<file path="src/rtl/handshake_count_source.sv">
// Valid/ready counting source: on start, offers 0..LIMIT-1 one word per accepted transfer,
// counting stalled cycles. Define HANDSHAKE_SOURCE_PROPERTIES_EN to compile in the SVA properties.
module handshake_count_source #(
   parameter int unsigned WIDTH = 32,
   parameter int unsigned LIMIT = 5
) (
   input  logic             clock,
   input  logic             reset_n,
   input  logic             start,
   input  logic             ready,
   output logic             valid,
   output logic [WIDTH-1:0] data,
   output logic             done,
   output logic [WIDTH-1:0] stall_count
);

   localparam logic [WIDTH-1:0] LAST_WORD = WIDTH'(LIMIT - 1);
   localparam logic [WIDTH-1:0] STALL_MAX = {WIDTH{1'b1}};

   typedef enum logic [1:0] {
      IDLE = 2'd0,
      SEND = 2'd1,
      DONE = 2'd2
   } state_t;

   state_t           state;
   state_t           state_nxt;
   logic [WIDTH-1:0] data_nxt;
   logic [WIDTH-1:0] stall_nxt;
   logic             valid_nxt;
   logic             done_nxt;

   // State and registered outputs; reset wins over start/ready at the same edge.
   always_ff @(posedge clock) begin
      if (!reset_n) begin
         state       <= IDLE;
         valid       <= 1'b0;
         done        <= 1'b0;
         data        <= '0;
         stall_count <= '0;
      end else begin
         state       <= state_nxt;
         valid       <= valid_nxt;
         done        <= done_nxt;
         data        <= data_nxt;
         stall_count <= stall_nxt;
      end
   end

   // Next state and next output values.
   always_comb begin
      state_nxt = state;
      data_nxt  = data;
      stall_nxt = stall_count;
      valid_nxt = 1'b0;
      done_nxt  = 1'b0;

      case (state)
         IDLE, DONE: begin
            if (start) begin
               state_nxt = SEND;
               data_nxt  = '0;
               stall_nxt = '0;
            end
         end
         SEND: begin
            if (ready) begin
               if (data == LAST_WORD) begin
                  state_nxt = DONE;
               end else begin
                  data_nxt = data + WIDTH'(1);
               end
            end else if (stall_count != STALL_MAX) begin
               stall_nxt = stall_count + WIDTH'(1);
            end
         end
         default: begin
            state_nxt = IDLE;
            data_nxt  = '0;
            stall_nxt = '0;
         end
      endcase

      valid_nxt = (state_nxt == SEND);
      done_nxt  = (state_nxt == DONE);
   end

`ifdef HANDSHAKE_SOURCE_PROPERTIES_EN
   // Offered word must be held until accepted.
   p_stable: assert property (@(posedge clock) disable iff (!reset_n)
      (valid && !ready) |=> ($stable(data) && valid));

   p_bound: assert property (@(posedge clock) disable iff (!reset_n)
      data <= LAST_WORD);

   p_no_valid_done: assert property (@(posedge clock) disable iff (!reset_n)
      !(done && valid));

   // Liveness only holds if downstream eventually accepts, infinitely often.
   a_ready_fair: assume property (@(posedge clock) s_eventually ready);

   p_done_live: assert property (@(posedge clock) disable iff (!reset_n)
      ((state == IDLE) && start) |-> s_eventually done);
`endif

endmodule
</file>
<file path="config.mk">
export PLATFORM = sky130hd
export DESIGN_NAME = handshake_count_source
export DESIGN_NICKNAME = d
export VERILOG_FILES = /design/src/rtl/handshake_count_source.sv
export SDC_FILE = /design/constraint.sdc
export NUM_CORES = 1
export LEC_CHECK = 0
export ABC_AREA = 1
export CORE_MARGIN = 8
export CORE_UTILIZATION = 40
export DETAILED_ROUTE_END_ITERATION = 8
export DONT_BUFFER_PORTS = 1
export GPL_TIMING_DRIVEN = 0
export SYNTH_ARGS = -nofsm -noshare
export SYNTH_HDL_FRONTEND = slang
export SYNTH_SLANG_ARGS = --single-unit
</file>
<file path="constraint.sdc">
create_clock -name clock -period 2.65 [get_ports clock]
set_input_delay 0.53 -clock clock [delete_from_list [all_inputs] [get_ports clock]]
set_output_delay 0.53 -clock clock [all_outputs]
set_load 0.01 [all_outputs]
</file>
## Word level (Yosys, flattened, before mapping)

Index checks and enable logic that the tools add are counted.

- Mux-type cells: 11
- Bitwise operators: 0
- Divide/modulo/power cells: 0
- Order comparisons: 0
- Equality and inequality tests: 11
- Reduce and logical (&&, ||, !) cells: 4
- Multiply operators: 0
- Shifts and indexed selects: 0
- $add $sub $neg: 2

Operator list:

| operator | count |
|---|---|
| $mux 32 | 5 |
| $pmux 32 s2 | 2 |
| $add 32x1->32 const B | 2 |
| $eq 32x3->1 const B | 1 |
| $ne 32x32->1 const B | 1 |
| $ne 2x2->1 const B | 5 |
| $mux 2 | 3 |
| $reduce_and 3->1 | 2 |
| $eq 2x1->1 const B | 2 |
| $eq 2x2->1 const B | 2 |
| $pmux 2 s2 | 1 |
| $logic_not 2->1 | 1 |
| $reduce_or 2->1 | 1 |

- ROM bits: 0
- Bits in writable memories: 0
- Input bits: 4
- Word-level logic and storage cells: 33
- Memories kept: 0
- Bits in latches: 0
- Flip-flop bits (word level): 68

## Depth between registers and ports, before layout

Gate-level depths: netlist (run 1).

- Depth after elaboration: 5
- Gate-level depth with buffers: 12

## Worst setup path after synthesis (run 1)

No wires, ideal clock.

- Path kind: register to register
- Start: reg stall_count[0]
- End: reg stall_count[2]
- Cell stages (with the launch flop): 12
- Clock period less this slack: 1.702 ns
- Setup time: 0.132 ns
- Setup slack: 0.948 ns
- Data required time: 2.518 ns
- Data arrival time: 1.570 ns
- Cells stage by stage: dfxtp_1 ha_1 nand2_1 nor2_2 nand2_2 nor2_4 nand3_4 nand3_4 inv_4 buf_6 nand2_1 a21oi_1

- Longest elaborated chain between the ends: 4

RTL lines:

| element | line | source |
|---|---|---|
| from (decl) | 14 | `output logic [WIDTH-1:0] stall_count` |
| from (signal assigned) | 46 | `stall_count <= stall_nxt;` |
| $add 32x1->32 | 74 | `stall_nxt = stall_count + WIDTH'(1);` |
| $mux 32 | 73 | `end else if (stall_count != STALL_MAX) begin` |
| $mux 32 | 67 | `if (ready) begin` |
| $pmux 32 s2 | 58 | `case (state)` |

Parallel ways exist; a longest one is shown, timed or not. The select of a mux whose other input is x is not followed.
A chain may end at the register's enable or synchronous reset.

## Worst setup path in the final report (run 1)

- Start: reg data[0]
- End: reg data[26]

- Longest elaborated chain between the ends: 4

RTL lines:

| element | line | source |
|---|---|---|
| from (decl) | 12 | `output logic [WIDTH-1:0] data,` |
| from (signal assigned) | 45 | `data <= data_nxt;` |
| $add 32x1->32 | 71 | `data_nxt = data + WIDTH'(1);` |
| $mux 32 | 68 | `if (data == LAST_WORD) begin` |
| $mux 32 | 67 |  |
| $pmux 32 s2 | 58 |  |

Parallel ways exist; a longest one is shown, timed or not. The select of a mux whose other input is x is not followed.

==> results of run 1 <==
[cell type report]
cell class | instances | area (µm²) | share of cell area
Clock inverter | 7 | 123.9 | 0.02316
Buffer | 30 | 155.1 | 0.02901
Tap cell | 147 | 183.9 | 0.03439
Clock buffer | 9 | 225.2 | 0.04212
Inverter | 93 | 351.6 | 0.06575
Sequential cell | 68 | 1361 | 0.2546
Multi-Input combinational cell | 668 | 2947 | 0.5510
[worst max-delay path, cell delays in order (launching register included)]
cell and delay, ns:
dfxtp_1 0.57, ha_1 0.35, nand2_1 0.14, nor2_4 0.20, nand2_1 0.18, nor2_1 0.24, nand2_1 0.09, nand2_1 0.06
nand2_1 0.05, nor2_1 0.08, nand2_1 0.06, a21oi_1 0.12
[cell usage after synthesis, drive strengths merged]
cell    count
nand2     301
nor2      184
inv        93
dfxtp      68
nand3      67
a21oi      53
nand4      24
buf        19
o21ai      13
clkbuf     11
xnor2       9
nor3        4
nor3b       4
xor2        4
ha          3
o21a        1
or2         1
[registers in the layout (all words and copies together) (netlist names)]
name / count
state: 2
done: 1
stall_count: 32
data: 32
valid: 1
[cells by family after synthesis]
kind of cell | synth area share
and+or+nand+nor | 0.5104
adders and majority gates | 0.007797
xor gates and xnor gates | 0.02365
AOI/OAI and AO/OA | 0.07017
DFF | 0.2827
buffers and inverters | 0.1052
[worst paths after layout]
path / startpoint / end / slack (ns) / cells after the start
worst max-delay path: data[0] / data[26] / 0.45 / 11
worst min register to register: state[1] / state[1] / 0.52 / 2
worst max register to register: data[0] / data[26] / 0.45 / 11
worst min-delay path: start / state[0] / 0.35 / 2
[stage by stage]
stage	hold slack, ns	total power (µW)	cell area (µm²)	instances	util
6_report	0.3548	2745	5348	1022	0.4508
5_1_grt	0.3704	2857	5348	1022	0.4508
4_1_cts	0.3452	2774	5348	1022	0.4508
3_5_place_dp	0.5199	1343	4999	1006	0.4214
3_3_place_gp	0.5183	1343	4999	1006	0.4214
2_1_floorplan	0.5004	1264	4815	859	-
[routing by layer]
layer / GRT usage / up-vias
met1: 0.2241 / 2312
met2: 0.3531 / 163
met3: 0.05359 / 34
met5: 0 / -
met4: 0.09312 / 0
li1: - / 2710
[where the power goes]
group / internal [µW] / switching (µW)
registers: 1040 / 25.7
logic: 66.3 / 193
clock network: 925 / 499
total: 2030 / 718
==> qor.csv, run 1 <==
metric,value,unit
status,finished clean,
drive_above_1_share,0.06857,
rsz0062_at_grt,no,
synth_cell_type_count,26,
yosysTopAreaCell,dfxtp_1,
clk_latency,0.35,ns
worst_ep_required_time,2.93,ns
via_per_inst,5.107,
antenna_found_initial,0,
cts_buffers,9,
yosysTopAreaCellShare,0.2827,
die_x,125.7,µm
start_util,0.4059,
post_cts_resized,0,
netlist_area,4815,µm²
ant_nets,0,
finClkSkew,0.008882,ns
startpoint_type,flop,
syn_avg_cell_area,5.605,µm²
critPathArrivalTime,2.48,ns
grt_pass1_wl,25310,µm
grt_max_degree,14,
yosysWarnings,0,
endpoint_kind,flop,
core_region_area,11860,µm²
layout_common_cells,"nand2_1, nor2_1, inv_1, dfxtp_1, nand3_1",
route.vias.total,5219,
drc,0,
cts_tree,done,
fin_crit_sh,0.8310,
nets,877,
synth_nets,866,
layout_commonest_cell,nand2_1,
clock_path_buffers,2,
routed.top_layer,met4,
setup_viol,0,
p_leak,0.001806,µW
ctsRootBufferMaster,clkbuf_16,
final-hold-violation-count,0,
first_global_vias,4896,
max_slew.worst_pin.slew,0.5706,ns
worst_slack,0.4479,ns
cts_setup_buffers,0,
die_area,15800,µm²
diodes,0,
drv_slew,0,
drt-initial-drc-count,443,
critPathMaxFanout,7,
dp_slack,0.4703,ns
grt_overflow,0,
wl_met3,983,µm
drv_cap,0,
syn_inst,859,
grt_usage,0.2018,
core.rowCount,40,
layout_min_cycle_time,2.202,ns
seq_area_frac_synth,0.2827,
syn2layout_area_growth,11.07,%
routed_wl,15780,µm
fmax,454.1,MHz
ir_drop,0.2823,mV
gp_congestion,0.9823,
avgRoutedWirePerCell,15.44,µm
detailed_place_hpwl,12280,µm
cts_hold_buf,0,
wl_met2,7714,µm
drt-met1-wl,6579,µm
portBuffers,0,
relSlewSlack,0.6196,
p_per_area,513.4,nW/µm²
ys_seq_elements,68,
min_path_type,primary input to flop,
h-tree-depth,3,
path_clk_slew,0.06,ns
worstSetupPathType,flop to flop,
drt_first_pass_iters,5,
synthTopCellsByArea,"dfxtp_1, nand2_1, nor2_1",
nFillCells,1304,
die_h,125.7,µm
tns,0,ns
cts_sinks,68,
io-pin-count,70,
(Power assumes the default switching activity.)
==> run 2, diff against run 1 <==
- clock period: 2.65 -> 1.95 ns (I/O delays scaled with it)
==> run 2 against run 1 <==
  * Total power up 36%
  * Clock skew fell by 0.00078 ns
  * Highest routed layer unchanged
  * Clock-buffer cell count is the same
  * Global-route usage about the same
  * First-iteration DRC count is 6.8% higher
  * Register-to-register slack got worse by 0.37 ns
  * Critical endpoint is now data[22]
  * Core utilization up 1.1 points
  * Non-clock buffer count rose by 5
  * Largest power group unchanged
  * Cell count rose by 0.49%
  * Via count fell by 0.19%
  * Clock power increased by 36%
  * Design area increased by 2.4%
==> qor.csv, run 2 (same netlist as run 1, synthesis figures left out) <==
metric,value,unit,change
endpoint_kind,flop,,unchanged
via_per_inst,5.072,,was 5.107
clock_path_buffers,2,,unchanged
fin_crit_sh,0.9589,,was 0.8310
drt-initial-drc-count,473,,was 443
portBuffers,0,,unchanged
reg2reg_slack,0.08,ns,was 0.45 ns
layout_common_cells,"nand2_1, nor2_1, inv_1, nand3_1, dfxtp_1",,"was nand2_1, nor2_1, inv_1, dfxtp_1, nand3_1"
first_global_vias,4914,,was 4896
drive_above_1_share,0.1011,,was 0.06857
status,finished clean,,unchanged
antenna_found_initial,0,,unchanged
startpoint_type,flop,,unchanged
layout_commonest_cell,nand2_1,,unchanged
grt_max_degree,14,,unchanged
max_slew.worst_pin.slew,0.5796,ns,was 0.5706 ns
die_h,125.7,µm,unchanged
finish.utilization,0.4617,,was 0.4508
critPathArrivalTime,2.08,ns,was 2.48 ns
numPlacedInstances,1006,,unchanged
die_area,15800,µm²,unchanged
p_leak,0.001845,µW,was 0.001806 µW
ir_drop,0.3840,mV,was 0.2823 mV
cts_buffers,9,,unchanged
start_util,0.4059,,unchanged
setup_viol,0,,unchanged
grt_overflow,0,,unchanged
fmax,534.8,MHz,was 454.1 MHz
cts_sinks,68,,unchanged
dp_slack,-0.2297,ns,was 0.4703 ns
worstSetupPathType,flop to flop,,unchanged
final_cells,1027,,was 1022
ctsRootBufferMaster,clkbuf_16,,unchanged
r2r-start,data[24],,was data[0]
p_per_area,682.6,nW/µm²,was 513.4 nW/µm²
routed_wl,15920,µm,was 15780 µm
gp_congestion,0.9823,,unchanged
nets,882,,was 877
clk_latency,0.35,ns,about the same
die_x,125.7,µm,unchanged
rr_worst_depth,9,,was 11
layout_min_cycle_time,1.870,ns,was 2.202 ns
min_path_cells,2,,unchanged
grt_usage,0.2021,,was 0.2018
io-pin-count,70,,unchanged
min_from,start,,unchanged
worst_ep_required_time,2.16,ns,was 2.93 ns
grt_pass1_wl,25340,µm,was 25310 µm
cts_tree,done,,unchanged
ant_nets,0,,unchanged
reg.largest.list,"data x32, stall_count x32, state x2",,unchanged
worst_slack,0.08021,ns,was 0.4479 ns
final-hold-violation-count,0,,unchanged
diodes,0,,unchanged
min_path_type,primary input to flop,,unchanged
hold_path_end,state[0],,unchanged
h-tree-depth,3,,unchanged
cts_hold_buf,0,,unchanged
core.rowCount,40,,unchanged
path_clk_slew,0.06,ns,about the same
route.vias.total,5209,,was 5219
timing.rr.end,data[22],,was data[26]
drc,0,,unchanged
avgRoutedWirePerCell,15.50,µm,was 15.44 µm
tns,0,ns,unchanged
drt_first_pass_iters,5,,unchanged
drv_slew,0,,unchanged
power,3738,µW,was 2745 µW
relSlewSlack,0.6136,,was 0.6196
core_region_area,11860,µm²,unchanged
critPathMaxFanout,10,,was 7
finClkSkew,0.008101,ns,was 0.008882 ns
drv_cap,0,,unchanged
syn2layout_area_growth,13.75,%,was 11.07%
detailed_place_hpwl,12280,µm,unchanged
[run 2: how the worst max path moves through the flow]
stage | startpoint | endpoint | slack, ns | cells after the start
after global placement | data[0] | data[2] | -0.22 | 10
after detailed placement | data[0] | data[2] | -0.23 | 10
after CTS | data[0] | data[28] | 0.0009 | 11
final | data[24] | data[22] | 0.08 | 9
after floorplan | stall_count[0] | stall_count[2] | 0.25 | 11
after global routing | data[9] | data[30] | -0.02 | 10
[run 2: cell type report]
type                       instances  area [µm²]
fill                            1285        6385
multi-input combinational        668        3004
sequential                        68        1381
inverter                          93       351.6
clock buffer                       9       225.2
tap                              147       183.9
buffer                            30       168.9
clock inverter                     7       123.9
timing repair buffer               5       37.54
[run 2: power breakdown]
part           internal [µW]  switching [µW]
logic                   99.9             265
registers               1410            35.8
clock network           1260             674
total                   2760             975
[run 2: critical path, cell delays in order (launching register included)]
cell and delay [ns]:
dfxtp_1 0.43, nor2_1 0.15, nand4_1 0.10, nor2_1 0.25, nand2_1 0.17, nand2_4 0.14
nand2_1 0.12, clkbuf_4 0.23, nand2_1 0.09, a21oi_1 0.06
[run 2: timing repair]
action,4_1_cts,5_1_grt
setup buffers,2,3
pin swaps,2,4
gates resized for setup,13,25
endpoints found under the setup margin,64,62
[run 2: stage by stage]
step | hold slack (ns) | instance area, µm²
global placement | 0.5183 | 4999
floorplan | 0.5004 | 4815
global route | 0.2304 | 5477
CTS | 0.2052 | 5395
finish | 0.2156 | 5477
detailed placement | 0.5199 | 4999
[run 2: layer usage]
metal	routed length (µm)	track usage	vias up
met2	7799	0.3538	158
met3	1081	0.05359	34
li1	-	-	2712
met4	508	0.09312	0
met1	6528	0.2244	2305
met5	0	0	-
